**config.mk**
```make
export PLATFORM = sky130hd
export DESIGN_NAME = dm_lsu_flat
export DESIGN_NICKNAME = d
export VERILOG_FILES = /design/src/rtl/dm_lsu_pkg.sv /design/src/rtl/dm_lsu_if.sv /design/src/rtl/dm_lsu_lane.sv /design/src/rtl/dm_lsu.sv /design/src/flat_wrapper.sv
export SDC_FILE = /design/constraint.sdc
export NUM_CORES = 1
export LEC_CHECK = 0
export ABC_AREA = 1
export BUFFER_PORTS_ARGS = -buffer_cell sky130_fd_sc_hd__clkbuf_2
export CAP_MARGIN = 10
export CORE_UTILIZATION = 45
export CTS_CLUSTER_DIAMETER = 30
export DETAILED_ROUTE_END_ITERATION = 6
export PLACE_DENSITY = 0.69
export SETUP_SLACK_MARGIN = 0.4
export SYNTH_ARGS = -nofsm -noshare
export SYNTH_HDL_FRONTEND = slang
export SYNTH_SLANG_ARGS = --single-unit
```
**constraint.sdc**
```tcl
create_clock -name clk -period 2.1 [get_ports clk]
set_clock_uncertainty 0.1 [all_clocks]
set_input_delay 0.105 -clock clk [delete_from_list [all_inputs] [get_ports clk]]
set_output_delay 0.105 -clock clk [all_outputs]
set_load 0.02 [all_outputs]
```
**src/rtl/dm_lsu_pkg.sv**
```systemverilog
// Shared types for the data-memory load/store unit.
// Holds the FSM encoding, access-size codes and the alignment check.
package dm_lsu_pkg;

  typedef enum logic [2:0] {
    ST_IDLE  = 3'd0,
    ST_READ  = 3'd1,
    ST_WRITE = 3'd2,
    ST_RESP  = 3'd3,
    ST_ERR   = 3'd4
  } state_t;

  localparam logic [1:0] SZ_B = 2'b00;
  localparam logic [1:0] SZ_H = 2'b01;
  localparam logic [1:0] SZ_W = 2'b10;

  // Access attributes captured when a request is accepted.
  typedef struct packed {
    logic       we;
    logic [1:0] size;
    logic       sext;
    logic [1:0] off;
  } acc_t;

  function automatic logic misaligned(input logic [1:0] size, input logic [1:0] off);
    case (size)
      SZ_B:    misaligned = 1'b0;
      SZ_H:    misaligned = off[0];
      SZ_W:    misaligned = (off != 2'b00);
      default: misaligned = 1'b1;
    endcase
  endfunction

endpackage

```
**src/rtl/dm_lsu_if.sv**
```systemverilog
// CPU-side access bus and word-memory port of the load/store unit.
// master = CPU datapath plus memory, slave = the load/store unit.
interface dm_lsu_if #(parameter int ADDR_W = 10);

  logic              req;
  logic              we;
  logic [1:0]        size;
  logic              sext;
  logic [31:0]       vaddr;
  logic [31:0]       wdata;
  logic [31:0]       rdata;
  logic              ack;
  logic              misalign;
  logic              busy;
  logic [ADDR_W-1:0] dm_addr;
  logic [31:0]       dm_din;
  logic              dm_we;
  logic [31:0]       dm_dout;

  modport master (
    output req, we, size, sext, vaddr, wdata, dm_dout,
    input  rdata, ack, misalign, busy, dm_addr, dm_din, dm_we
  );

  modport slave (
    input  req, we, size, sext, vaddr, wdata, dm_dout,
    output rdata, ack, misalign, busy, dm_addr, dm_din, dm_we
  );

endinterface

```
**src/rtl/dm_lsu_lane.sv**
```systemverilog
// Byte-lane steering: merges store data into a word and extracts/extends load data.
// Purely combinational, zero latency, no backpressure.
module dm_lsu_lane
  import dm_lsu_pkg::*;
(
  input  logic [31:0] wbuf,
  input  logic [31:0] wdata,
  input  logic [31:0] rd_word,
  input  logic [1:0]  size,
  input  logic [1:0]  off,
  input  logic        sext,
  output logic [31:0] merged,
  output logic [31:0] ld_data
);

  logic [7:0]  ld_b;
  logic [15:0] ld_h;

  always_comb begin
    merged = wbuf;
    case (size)
      SZ_B: begin
        case (off)
          2'd0:    merged[7:0]   = wdata[7:0];
          2'd1:    merged[15:8]  = wdata[7:0];
          2'd2:    merged[23:16] = wdata[7:0];
          default: merged[31:24] = wdata[7:0];
        endcase
      end
      SZ_H: begin
        if (off[1]) merged[31:16] = wdata[15:0];
        else        merged[15:0]  = wdata[15:0];
      end
      default: merged = wdata;
    endcase
  end

  always_comb begin
    case (off)
      2'd0:    ld_b = rd_word[7:0];
      2'd1:    ld_b = rd_word[15:8];
      2'd2:    ld_b = rd_word[23:16];
      default: ld_b = rd_word[31:24];
    endcase
    ld_h = off[1] ? rd_word[31:16] : rd_word[15:0];
    case (size)
      SZ_B:    ld_data = {{24{sext & ld_b[7]}}, ld_b};
      SZ_H:    ld_data = {{16{sext & ld_h[15]}}, ld_h};
      default: ld_data = rd_word;
    endcase
  end

endmodule

```
**src/rtl/dm_lsu.sv**
```systemverilog
// Load/store unit for a word-wide data memory; sub-word stores are read-modify-write.
// ack after 1 (reject), 2 (load/word store) or 3 (sub-word store) cycles; req ignored while busy.
module dm_lsu
  import dm_lsu_pkg::*;
#(
  parameter int ADDR_W = 10
) (
  input logic       clk,
  input logic       rst_n,
  dm_lsu_if.slave   bus
);

  state_t            state;
  acc_t              acc;
  logic [ADDR_W-1:0] waddr;
  logic [31:0]       wdat_q;
  logic [31:0]       wbuf;
  logic [31:0]       rdata_q;
  logic [31:0]       merged;
  logic [31:0]       ld_data;
  logic              unused_vaddr;

  assign unused_vaddr = ^bus.vaddr[31:ADDR_W+2];

  dm_lsu_lane u_lane (
    .wbuf    (wbuf),
    .wdata   (wdat_q),
    .rd_word (bus.dm_dout),
    .size    (acc.size),
    .off     (acc.off),
    .sext    (acc.sext),
    .merged  (merged),
    .ld_data (ld_data)
  );

  always_ff @(posedge clk or negedge rst_n) begin
    if (!rst_n) begin
      state   <= ST_IDLE;
      acc     <= '0;
      waddr   <= '0;
      wdat_q  <= '0;
      wbuf    <= '0;
      rdata_q <= '0;
    end else begin
      case (state)
        ST_IDLE: begin
          if (bus.req) begin
            acc.we   <= bus.we;
            acc.size <= bus.size;
            acc.sext <= bus.sext;
            acc.off  <= bus.vaddr[1:0];
            waddr    <= bus.vaddr[ADDR_W+1:2];
            wdat_q   <= bus.wdata;
            if (misaligned(bus.size, bus.vaddr[1:0]))
              state <= ST_ERR;
            else if (bus.we && bus.size == SZ_W)
              state <= ST_WRITE;
            else
              state <= ST_READ;
          end
        end
        ST_READ: begin
          wbuf <= bus.dm_dout;
          // Loads capture the result here so rdata is valid throughout RESP.
          if (acc.we) begin
            state <= ST_WRITE;
          end else begin
            rdata_q <= ld_data;
            state   <= ST_RESP;
          end
        end
        ST_WRITE: state <= ST_RESP;
        ST_RESP:  state <= ST_IDLE;
        ST_ERR:   state <= ST_IDLE;
        default:  state <= ST_IDLE;
      endcase
    end
  end

  // Strobes are pure state decodes so they drop with the async reset.
  assign bus.ack      = (state == ST_RESP) || (state == ST_ERR);
  assign bus.misalign = (state == ST_ERR);
  assign bus.busy     = (state != ST_IDLE);
  assign bus.dm_we    = (state == ST_WRITE);
  assign bus.dm_addr  = waddr;
  assign bus.dm_din   = merged;
  assign bus.rdata    = rdata_q;

endmodule

```
**src/flat_wrapper.sv**
```systemverilog
// flat-port wrapper written by rule: the top's interface ports become plain ports
module dm_lsu_flat import dm_lsu_pkg::*;
#(
  parameter int ADDR_W = 10
)
  (clk, rst_n, bus_req, bus_we, bus_size, bus_sext, bus_vaddr, bus_wdata, bus_dm_dout, bus_rdata, bus_ack, bus_misalign, bus_busy, bus_dm_addr, bus_dm_din, bus_dm_we);
  dm_lsu_if #(.ADDR_W(ADDR_W)) bus_i ();
  input logic clk;
  input logic rst_n;
  input wire logic [$bits(bus_i.req)-1:0] bus_req;
  input wire logic [$bits(bus_i.we)-1:0] bus_we;
  input wire logic [$bits(bus_i.size)-1:0] bus_size;
  input wire logic [$bits(bus_i.sext)-1:0] bus_sext;
  input wire logic [$bits(bus_i.vaddr)-1:0] bus_vaddr;
  input wire logic [$bits(bus_i.wdata)-1:0] bus_wdata;
  input wire logic [$bits(bus_i.dm_dout)-1:0] bus_dm_dout;
  output wire logic [$bits(bus_i.rdata)-1:0] bus_rdata;
  output wire logic [$bits(bus_i.ack)-1:0] bus_ack;
  output wire logic [$bits(bus_i.misalign)-1:0] bus_misalign;
  output wire logic [$bits(bus_i.busy)-1:0] bus_busy;
  output wire logic [$bits(bus_i.dm_addr)-1:0] bus_dm_addr;
  output wire logic [$bits(bus_i.dm_din)-1:0] bus_dm_din;
  output wire logic [$bits(bus_i.dm_we)-1:0] bus_dm_we;
  assign bus_i.req = bus_req;
  assign bus_i.we = bus_we;
  assign bus_i.size = bus_size;
  assign bus_i.sext = bus_sext;
  assign bus_i.vaddr = bus_vaddr;
  assign bus_i.wdata = bus_wdata;
  assign bus_i.dm_dout = bus_dm_dout;
  assign bus_rdata = bus_i.rdata;
  assign bus_ack = bus_i.ack;
  assign bus_misalign = bus_i.misalign;
  assign bus_busy = bus_i.busy;
  assign bus_dm_addr = bus_i.dm_addr;
  assign bus_dm_din = bus_i.dm_din;
  assign bus_dm_we = bus_i.dm_we;
  dm_lsu #(.ADDR_W(ADDR_W)) u_core (.clk(clk), .rst_n(rst_n), .bus(bus_i));
endmodule
```
==> results.md <==
* Status: finished with violations
* Violated checks: negative setup slack
* CP Cell Sequence: clkinv_2, nand2_1, a21oi_1, o21ai_0, o211ai_1, clkbuf_2
* Routed WL per cell at 16.9 um
* GP Congestion at 0.890
* Starting Density at 47.1%
* HPWL after detailed placement at 12800 um
* Area contributors post-synth: dfrtp_1, nand2_1, nand3_1
* Cells after Synth at 818
* Die area at 0.0139 sq mm
* Vias per std cell at 5.37
* Initial antenna violation count at 0
* Hold Crit Class: input pin to register
* Fin crit share at 100%
* Post-synth EDFFs at 0
* Pre-antenna DRT Iters at 6
* H-tree depth at 4
* Sum of negative setup slack at -0.00685 ns
* Wl on met1 at 8250 um
* Core area at 0.0128 sq mm
* Vias at 6744
* IO Pins at 181
* DR top layer: met4
* Setup violators final at 1
* Top cells by instance count after synthesis: nand2_1, dfrtp_1, inv_1, nand3_1, o21ai_0
* Worst setup margin at -0.00685 ns
* Gr ovfl total at 0
* Final hold violation count at 0
* Row cnt at 41
* RSZ-0062 raised after global routing: true
* Root Driver: clkbuf_16
* Syn. warnings at 0
* CTS Buf Count at 17
* PortBufs at 160
* Max frequency at 475 MHz
* Largest net degree at the start of global routing at 54
* Die Ht at 118 um
* Wire length on met3 at 1500 um
* Avg Cell Area, Syn at 7.38 sq um
* CP endpoint kind: output port
* Critical Path AT at 1.90 ns
* Static Leak at 4.77 nW
* Post-synthesis register bit count at 115
* Post-synth top area cell: dfrtp_1
* Seq/Total Area, Yosys at 47.7%
* Max-slew violations at 0
* Clk pin slew, worst setup/hold paths at 0.05 ns
* Ys flop type: dfrtp_1
* Cell family with the largest share of critical-path delay: compound AO/OA/AOI/OAI gates
* Hold WS at 0.000766 ns
* DR WL met2 at 10800 um
* Crit Path Max Fanout at 12
* GRT Total Usage at 28.8%
* Crit path kind: register to output port
* Worst-Margin Slew at 0.412 ns
* N_diodes at 0
* Top-count cell post-synth: nand2_1
* Post-synth top area share at 47.7%
* Worst path slowest cell: dfrtp_2
* Global-route wire length before repair at 31100 um
* Post-Syn Area at 0.00604 sq mm
* Netlist cell types at 27
* Tot Pwr at 16.0 mW
* Drt total wl at 21200 um
* Initial DRC Count at 683
* Worst EP required at 1.89 ns
* Clk Latency, worst-skew pair at 0.41 ns
* Area growth syn-to-layout at 52.0%
* Clock sink count at 115
* CP max stage delay at 0.46 ns
* VDD IR max at 0.756 mV
* Syn nets at 921
* DRC viols at 0
* CTS tree: built
* Chip width at 118 um
* Async SR Flop Fraction at 100%
* Minimum clock period at 2.11 ns
* Bufs on Longest Clock Path at 2
* Startpoint type of the worst setup path: register
* Share of cells above drive strength 1 at 28.0%
* Max Cap Violations at 0
* Nets at 1178
* Vias in the first global route at 6328
* Bufs and invs on worst path at 2
* Pwr/cell area at 1740 mW/mm^2
* Worst rel slew slack at 72.6%
* DRT antenna net count at 0
[what timing repair did]
item,CTS,global route
pin swaps,10,17
endpoints found under the setup margin,56,60
hold endpoints to repair,204,0
hold buffers,81,0
cloned,2,6
setup buffers,10,7
gates resized for setup,70,73
[worst reg2reg max path, stage by stage (launching register included)]
cell and delay, ns:
dfrtp_2 0.46, buf_12 0.16, buf_4 0.13, clkbuf_16 0.16, nand2_1 0.07, o21ai_0 0.13, or2_2 0.31, nand2_1 0.08
nand2_1 0.05, nand2_1 0.05
[flip-flops by register name, indices dropped and copies added, names as in the netlist]
signal and count:
u_core.acc 6, u_core.bus.rdata 32, u_core.bus.dm_addr 10, u_core.wdat_q 32
u_core.wbuf 32, u_core.state 3
[cell families (layout without fill, tap and decap cells)]
logic type / after synthesis / in the layout / share of synthesized area [%]
DFF: 115 / 115 / 47.7
and+or+nand+nor: 412 / 413 / 29.2
AOI/OAI and AO/OA: 147 / 147 / 13.4
buffers and inverters: 144 / 409 / 9.72
[layout make-up]
class | count | area [sq um]
fillers | 964 | 3650
flip-flops and latches | 115 | 2880
multi-input cells | 560 | 2820
repair buffers | 285 | 2350
clock buffers | 21 | 470
inverters | 95 | 367
well taps | 172 | 215
clock inverters | 7 | 60.1
repair inverters | 1 | 7.51
[per-stage QoR]
stage	setup slack, ns	util (%)	instance area (sq um)	instances
after global routing	-0.0695	71.5	9170	1256
after global placement	0.309	54.8	7020	1122
after floorplan	0.467	-	6040	818
after CTS	0.0944	68.3	8760	1243
after detailed placement	0.264	54.8	7020	1122
final	-0.00685	71.5	9170	1256
[metal layers]
metal / vias to the layer above / track usage [%]
met5: - / 0
met4: 0 / 10.2
met3: 66 / 5.23
met2: 357 / 50.1
met1: 3191 / 35.6
li1: 3130 / -
[where the power goes]
part	total [mW]	leakage (nW)	switching, mW	internal, mW
Combinational	9.24	3.12	5.51	3.73
Clock	2.65	0.270	0.971	1.68
Sequential	4.08	1.38	0.770	3.31
[worst paths after layout]
kind | start | to | slack (ns) | depth (start not counted)
worst max-delay path | u_core.acc[1] | bus_dm_din[13] | -0.007 | 6
worst min-delay path | bus_req | u_core.state[2] | 0.0008 | 3
worst max register to register | u_core.acc[1] | u_core.bus.rdata[0] | 0.34 | 9
worst min register to register | u_core.bus.dm_addr[8] | u_core.bus.dm_addr[8] | 0.37 | 2
max in group asynchronous | rst_n | u_core.acc[1] | 1.19 | 3
min in group asynchronous | rst_n | u_core.bus.dm_addr[8] | 0.08 | 2
[cell usage in the layout (no fill, tap or decap), drive strengths merged]
master	instances
nand2	229
clkbuf	167
dfrtp	115
inv	93
nand3	85
o21ai	83
dlygate4sd3	81
nor2	68
buf	57
a21oi	47
or2	22
nand4	8
o221ai	8
clkinv	7
o21bai	5
o211ai	3
clkinvlp	2
o21a	1
nor3	1
bufinv	1
bufbuf	1
No activity file was read; power rests on OpenSTA's default activity.
